==> src/rtl/calc_pkg.sv <==
// Shared types and seven-segment constants for the calculator display engine.
// Segment patterns are {g,f,e,d,c,b,a}, active-low.
package calc_pkg;

  typedef enum logic [1:0] {
    OPC_ADD  = 2'b00,
    OPC_SUB  = 2'b01,
    OPC_MUL  = 2'b10,
    OPC_PASS = 2'b11
  } opcode_e;

  typedef enum logic [1:0] {
    ST_IDLE,
    ST_CALC,
    ST_CONV,
    ST_LOAD
  } state_e;

  localparam logic [6:0] SEG_BLANK = 7'h7F;
  localparam logic [6:0] SEG_MINUS = 7'b0111111;
  localparam logic [6:0] SEG_E     = 7'b0000110;

  function automatic logic [6:0] seg_digit(input logic [3:0] d);
    logic [6:0] p;
    case (d)
      4'd0:    p = 7'b1000000;
      4'd1:    p = 7'b1111001;
      4'd2:    p = 7'b0100100;
      4'd3:    p = 7'b0110000;
      4'd4:    p = 7'b0011001;
      4'd5:    p = 7'b0010010;
      4'd6:    p = 7'b0000010;
      4'd7:    p = 7'b1111000;
      4'd8:    p = 7'b0000000;
      4'd9:    p = 7'b0010000;
      default: p = SEG_BLANK;
    endcase
    return p;
  endfunction

  function automatic longint unsigned pow10(input int unsigned n);
    longint unsigned p;
    p = 1;
    for (int unsigned i = 0; i < n; i++) p = p * 10;
    return p;
  endfunction

endpackage

==> src/rtl/calc_display_engine_seg_scan_mux.sv <==
// Multiplexed seven-segment scanner: cycles a one-hot active-low digit enable
// and presents the matching digit pattern, both registered on the same edge.
module seg_scan_mux
  import calc_pkg::*;
#(
  parameter int unsigned NUM_DIGITS  = 4,
  parameter int unsigned REFRESH_DIV = 50000
) (
  input  logic                       clk,
  input  logic                       rst,
  input  logic [NUM_DIGITS-1:0][6:0] digits,
  output logic [6:0]                 segBits,
  output logic [NUM_DIGITS-1:0]      trigger
);

  localparam int unsigned CW = (REFRESH_DIV > 1) ? $clog2(REFRESH_DIV) : 1;
  localparam int unsigned IW = $clog2(NUM_DIGITS);

  logic [CW-1:0] cnt;
  logic [IW-1:0] idx;
  logic [IW-1:0] idx_nxt;
  logic          wrap;

  always_comb begin
    wrap    = (cnt == CW'(REFRESH_DIV - 1));
    idx_nxt = idx;
    if (wrap) idx_nxt = (idx == IW'(NUM_DIGITS - 1)) ? '0 : idx + IW'(1);
  end

  // Outputs follow the next index so trigger/segBits line up with idx itself.
  always_ff @(posedge clk) begin
    if (rst) begin
      cnt     <= '0;
      idx     <= '0;
      trigger <= ~NUM_DIGITS'(1);
      segBits <= SEG_BLANK;
    end else begin
      cnt     <= wrap ? '0 : cnt + CW'(1);
      idx     <= idx_nxt;
      trigger <= ~(NUM_DIGITS'(1) << idx_nxt);
      segBits <= digits[idx_nxt];
    end
  end

endmodule

==> src/rtl/calc_display_engine.sv <==
// Sequential calculator: computes op1 <opcode> op2, converts the magnitude to
// BCD one bit per clock, and drives a scanned seven-segment display.
module calc_display_engine
  import calc_pkg::*;
#(
  parameter int unsigned OP_W        = 4,
  parameter int unsigned NUM_DIGITS  = 4,
  parameter int unsigned REFRESH_DIV = 50000
) (
  input  logic                  clk,
  input  logic                  rst,
  input  logic                  start,
  input  logic [OP_W-1:0]       op1,
  input  logic [OP_W-1:0]       op2,
  input  logic [1:0]            opcode,
  input  logic                  sign,
  output logic                  busy,
  output logic                  done,
  output logic                  err,
  output logic [6:0]            segBits,
  output logic [NUM_DIGITS-1:0] trigger
);

  localparam int unsigned MAG_W = 2 * OP_W;
  localparam int unsigned RW    = MAG_W + 2;
  localparam int unsigned BW    = 4 * NUM_DIGITS;
  localparam int unsigned CW    = $clog2(MAG_W + 1);
  localparam longint unsigned LIM_POS = pow10(NUM_DIGITS);
  localparam longint unsigned LIM_NEG = pow10(NUM_DIGITS - 1);

  state_e state;
  state_e state_nxt;

  logic [OP_W-1:0]  op1_q;
  logic [OP_W-1:0]  op2_q;
  opcode_e          opc_q;
  logic             sign_q;
  logic             neg_q;
  logic             ovf_q;
  logic [MAG_W-1:0] mag_sr;
  logic [BW-1:0]    bcd;
  logic [CW-1:0]    cnt;
  logic             done_q;
  logic             err_q;

  logic [NUM_DIGITS-1:0][6:0] disp;
  logic [NUM_DIGITS-1:0][6:0] disp_nxt;

  logic [RW-1:0]    a_ext;
  logic [RW-1:0]    b_ext;
  logic [RW-1:0]    res;
  logic             res_neg;
  logic [MAG_W-1:0] res_mag;
  logic             res_ovf;
  logic [BW-1:0]    bcd_adj;

  // Full-precision arithmetic in RW bits; every opcode's true result fits.
  always_comb begin
    a_ext = {{(RW - OP_W){sign_q & op1_q[OP_W-1]}}, op1_q};
    b_ext = {{(RW - OP_W){sign_q & op2_q[OP_W-1]}}, op2_q};
    unique case (opc_q)
      OPC_ADD:  res = a_ext + b_ext;
      OPC_SUB:  res = a_ext - b_ext;
      OPC_MUL:  res = a_ext * b_ext;
      OPC_PASS: res = a_ext;
      default:  res = a_ext;
    endcase
    res_neg = res[RW-1];
    res_mag = MAG_W'(res_neg ? (~res + RW'(1)) : res);
    res_ovf = (64'(res_mag) >= (res_neg ? LIM_NEG : LIM_POS));
  end

  always_comb begin
    bcd_adj = bcd;
    for (int unsigned i = 0; i < NUM_DIGITS; i++) begin
      if (bcd[4*i +: 4] >= 4'd5) bcd_adj[4*i +: 4] = bcd[4*i +: 4] + 4'd3;
    end
  end

  // Scan from the most significant digit, blanking zeros until the first
  // non-zero digit; digit 0 is always shown.
  always_comb begin
    logic       lead;
    logic [3:0] d;
    disp_nxt = {NUM_DIGITS{SEG_BLANK}};
    lead     = 1'b1;
    d        = '0;
    for (int unsigned k = 0; k < NUM_DIGITS; k++) begin
      d = bcd[4*(NUM_DIGITS-1-k) +: 4];
      if (!(lead && (d == 4'd0) && (k != NUM_DIGITS - 1))) begin
        lead = 1'b0;
        disp_nxt[NUM_DIGITS-1-k] = seg_digit(d);
      end
    end
    if (neg_q) disp_nxt[NUM_DIGITS-1] = SEG_MINUS;
    if (ovf_q) begin
      disp_nxt    = {NUM_DIGITS{SEG_BLANK}};
      disp_nxt[0] = SEG_E;
    end
  end

  always_comb begin
    state_nxt = state;
    unique case (state)
      ST_IDLE: if (start) state_nxt = ST_CALC;
      ST_CALC: state_nxt = ST_CONV;
      ST_CONV: if (cnt == CW'(1)) state_nxt = ST_LOAD;
      ST_LOAD: state_nxt = ST_IDLE;
      default: state_nxt = ST_IDLE;
    endcase
  end

  always_ff @(posedge clk) begin
    if (rst) state <= ST_IDLE;
    else     state <= state_nxt;
  end

  always_ff @(posedge clk) begin
    if (rst) begin
      op1_q  <= '0;
      op2_q  <= '0;
      opc_q  <= OPC_ADD;
      sign_q <= 1'b0;
      neg_q  <= 1'b0;
      ovf_q  <= 1'b0;
      mag_sr <= '0;
      bcd    <= '0;
      cnt    <= '0;
      done_q <= 1'b0;
      err_q  <= 1'b0;
      disp   <= {NUM_DIGITS{SEG_BLANK}};
    end else begin
      done_q <= (state == ST_LOAD);
      unique case (state)
        ST_IDLE: begin
          if (start) begin
            op1_q  <= op1;
            op2_q  <= op2;
            opc_q  <= opcode_e'(opcode);
            sign_q <= sign;
          end
        end
        ST_CALC: begin
          neg_q  <= res_neg;
          ovf_q  <= res_ovf;
          mag_sr <= res_mag;
          bcd    <= '0;
          cnt    <= CW'(MAG_W);
        end
        ST_CONV: begin
          bcd    <= BW'({bcd_adj, mag_sr[MAG_W-1]});
          mag_sr <= {mag_sr[MAG_W-2:0], 1'b0};
          cnt    <= cnt - CW'(1);
        end
        ST_LOAD: begin
          disp  <= disp_nxt;
          err_q <= ovf_q;
        end
        default: ;
      endcase
    end
  end

  assign busy = (state != ST_IDLE);
  assign done = done_q;
  assign err  = err_q;

  seg_scan_mux #(
    .NUM_DIGITS (NUM_DIGITS),
    .REFRESH_DIV(REFRESH_DIV)
  ) u_scan (
    .clk    (clk),
    .rst    (rst),
    .digits (disp),
    .segBits(segBits),
    .trigger(trigger)
  );

endmodule

==> config.mk <==
export PLATFORM = sky130hd
export DESIGN_NAME = calc_display_engine
export DESIGN_NICKNAME = d
export VERILOG_FILES = /design/src/rtl/calc_pkg.sv /design/src/rtl/calc_display_engine_seg_scan_mux.sv /design/src/rtl/calc_display_engine.sv
export SDC_FILE = /design/constraint.sdc
export NUM_CORES = 1
export LEC_CHECK = 0
export BUFFER_PORTS_ARGS = -buffer_cell sky130_fd_sc_hd__buf_2
export CORE_ASPECT_RATIO = 0.5
export CORE_UTILIZATION = 58
export CTS_BUF_LIST = sky130_fd_sc_hd__clkbuf_4
export CTS_CLUSTER_SIZE = 28
export DETAILED_ROUTE_END_ITERATION = 12
export PLACE_DENSITY = 0.85
export SYNTH_ARGS = -nofsm -noshare
export SYNTH_HDL_FRONTEND = slang
export SYNTH_SLANG_ARGS = --single-unit
==> constraint.sdc <==
create_clock -name clk -period 9.95 [get_ports clk]
set_input_delay 1.99 -clock clk [delete_from_list [all_inputs] [get_ports clk]]
set_output_delay 1.99 -clock clk [all_outputs]
set_load 0.02 [all_outputs]
==> impl_metrics.yaml <==
min_path:
  hold_path_class: "reg -> reg"
drt:
  vias: 5872
  wl_per_cell_um: 13.78
  drt-initial-drc-count: 291
  detail_route.wirelength_um: 14660
  drc: 0
  ant_nets: 0
  drtPass1Iterations: 4
  viasPerCell: 5.519
placement:
  gp_congestion: 0.9155
  io_buffers: 26
  dp_hpwl_um: 10750
  postPlaceCellArea_um2: 7699
grt:
  grt_pass1_vias: 5461
  grt_start_max_net_pins: 103
  grt_usage: 0.2321
  gr-total-overflow: 0
  grt_pass1_wl_um: 24830
  antenna_found_initial: 0
floorplan:
  fp.coreArea_um2: 12190
  fp.dieArea_um2: 13430
  fp.dieW_um: 162.9
  std_cell_rows: 28
  start_util: 0.6157
  io_pins: 28
  die_y_um: 82.44
clock_network:
  clk_path_buf_depth: 2
  cts_made_buffers: 17
  clock_sinks: 128
  cts_resized: 0
  postCtsSetupBuffers: 0
  cts_tree: "built"
  clock_latency_ps: 530
  clk_pin_slew_ps: 130
  holdBufCountCts: 0
  cts-root-buf: "clkbuf_4"
  h-tree-depth: 4
yosys:
  synth_area_um2: 7506
  synth.largest_area_cell: "dfxtp_1"
  synth_cell_types: 64
  async_reset_ff_frac: 0
  synth_edf_count: 0
  ys_ff_latch: 128
  synthesis.nets: 975
  yosysWarnings: 0
  synth_top_area_frac: 0.3414
  netlist_instances: 877
  synth.area.top_cells: "dfxtp_1 (34%), ha_1 (11%), mux2i_1 (5.5%), fa_1 (5.1%), nor2_1 (4.0%)"
  yosysSeqAreaShare: 0.3414
  synth.avg_cell_area_um2: 8.559
  yosysMostFrequentCell: "dfxtp_1"
  synthTopCellsByCount: "dfxtp_1 (128), nor2_1 (80), inv_1 (72)"
  synthFlopType: "dfxtp_1"
timing:
  period_share: 0.4791
  slew_headroom: 0.2719
  tightestPinTransition_ps: 1092
  final_hold_viol_count: 0
  tns_ps: 0
  rsz0062_at_grt: "no"
  fmax_mhz: 209.8
  fin_skew_ps: 25.91
  finalSetupViolations: 0
  slew_violations: 0
  period_needed_ps: 4767
finish:
  multi_input_area_um2: 4492
  regArea_um2: 2562
  diodes: 0
  areaGrowthSynthToFinish_pct: 6.034
  stdcell_area_um2: 7959
  fillers: 1006
  utilization: 0.6528
  layout-drive-gt1-share: 0.09566
  nets: 984
power:
  peakVddDrop_mv: 0.1269
  p_clk_frac: 0.271
  seq_power_share: 0.466
  p_comb_frac: 0.263
  p_sw_frac: 0.3642
  power_density_nw_per_um2: 157.0
  intPower_mw: 0.7946
  p_total_mw: 1.250
  p_switching_mw: 0.4552
  leakagePower_nw: 3.564
worst_setup_path:
  cp_data_required_time_ps: 10350
  critPathArrivalTime_ps: 5170
  path_class: "reg -> reg"
  path_max_fanout: 14
  critPathLaunchType: "flip-flop"
  end_kind: "flip-flop"
job:
  max_cap_violations: 0
run_status:
  status: "complete, no violations"
## per-stage QoR
| stage | hold slack [ps] | setup WS, ps | instances |
|---|---|---|---|
| 2_1_floorplan | 416.6 | 5575 | 877 |
| 5_1_grt | 447.6 | 4883 | 1064 |
| 6_report | 435.8 | 5183 | 1064 |
| 3_3_place_gp | 418.4 | 5392 | 1032 |
| 3_5_place_dp | 423.0 | 5216 | 1032 |
| 4_1_cts | 439.8 | 5171 | 1064 |
## kinds of logic after synthesis
logic type | share of synthesized area
flops | 0.3414
mux | 0.06001
other cells | 0.0004996
buf+inv | 0.06017
simple gates | 0.2037
fa+ha+maj | 0.1590
compound gates | 0.1454
xor+xnor | 0.02984
## final timing paths
kind / start / endpoint / slack [ps] / cells after the start
worst max register to register: op1_q[2] / mag_sr[3] / 5180 / 13
worst min register to register: disp_nxt[5] / disp[5] / 440 / 1
worst min-delay path: disp_nxt[5] / disp[5] / 440 / 1
worst max-delay path: op1_q[2] / mag_sr[3] / 5180 / 13
## metal layers
| metal | GRT usage | vias to the layer above | part of all wire |
|---|---|---|---|
| met2 | 0.4013 | 130 | 0.48 |
| met1 | 0.2907 | 2725 | 0.47 |
| li1 | - | 2998 | - |
| met5 | 0 | - | 0 |
| met3 | 0.05095 | 19 | 0.042 |
| met4 | 0.08037 | 0 | 0.012 |
## worst max-delay path: stages, from the launching register on
cell,delay [ps]
dfxtp_1,490
ha_1,280
inv_1,90
fa_1,510
fa_1,520
fa_1,550
fa_1,470
nand2b_1,210
a21oi_1,190
o22ai_1,120
xnor2_1,130
o21a_1,350
and4_1,250
or4_1,480
## area by class of cell
cell class	instances	area share
inverter	74	0.03490
clock buffer	17	0.01604
sequential	128	0.3220
tap	165	0.02594
multi-input combinational	635	0.5644
clock inverter	15	0.01666
timing repair buffer	30	0.02012
## cell usage in the layout (no fill, tap or decap), types with 10 or more instances in the layout
cell type  count
inv_1         72
o22ai_1       18
and2_1        13
mux2i_1       41
dfxtp_1      128
nor2b_1       15
nor2_1        80
fa_1          19
ha_1          65
clkbuf_4      17
buf_2         26
xor2_1        10
nand3_1       26
a21oi_1       58
nand2_1       70
nand2b_1      34
xnor2_1       13
o21ai_0       35
or2_2         20
nor3_1        18
## power by group through the flow
stage,combinational (mW),clock (mW),sequential [mW]
6_report,0.329,0.338,0.583
5_1_grt,0.369,0.368,0.589
3_5_place_dp,0.326,0,0.594
2_1_floorplan,0.268,0,0.582
4_1_cts,0.327,0.343,0.582
3_3_place_gp,0.315,0,0.592
(Power assumes the default switching activity.)
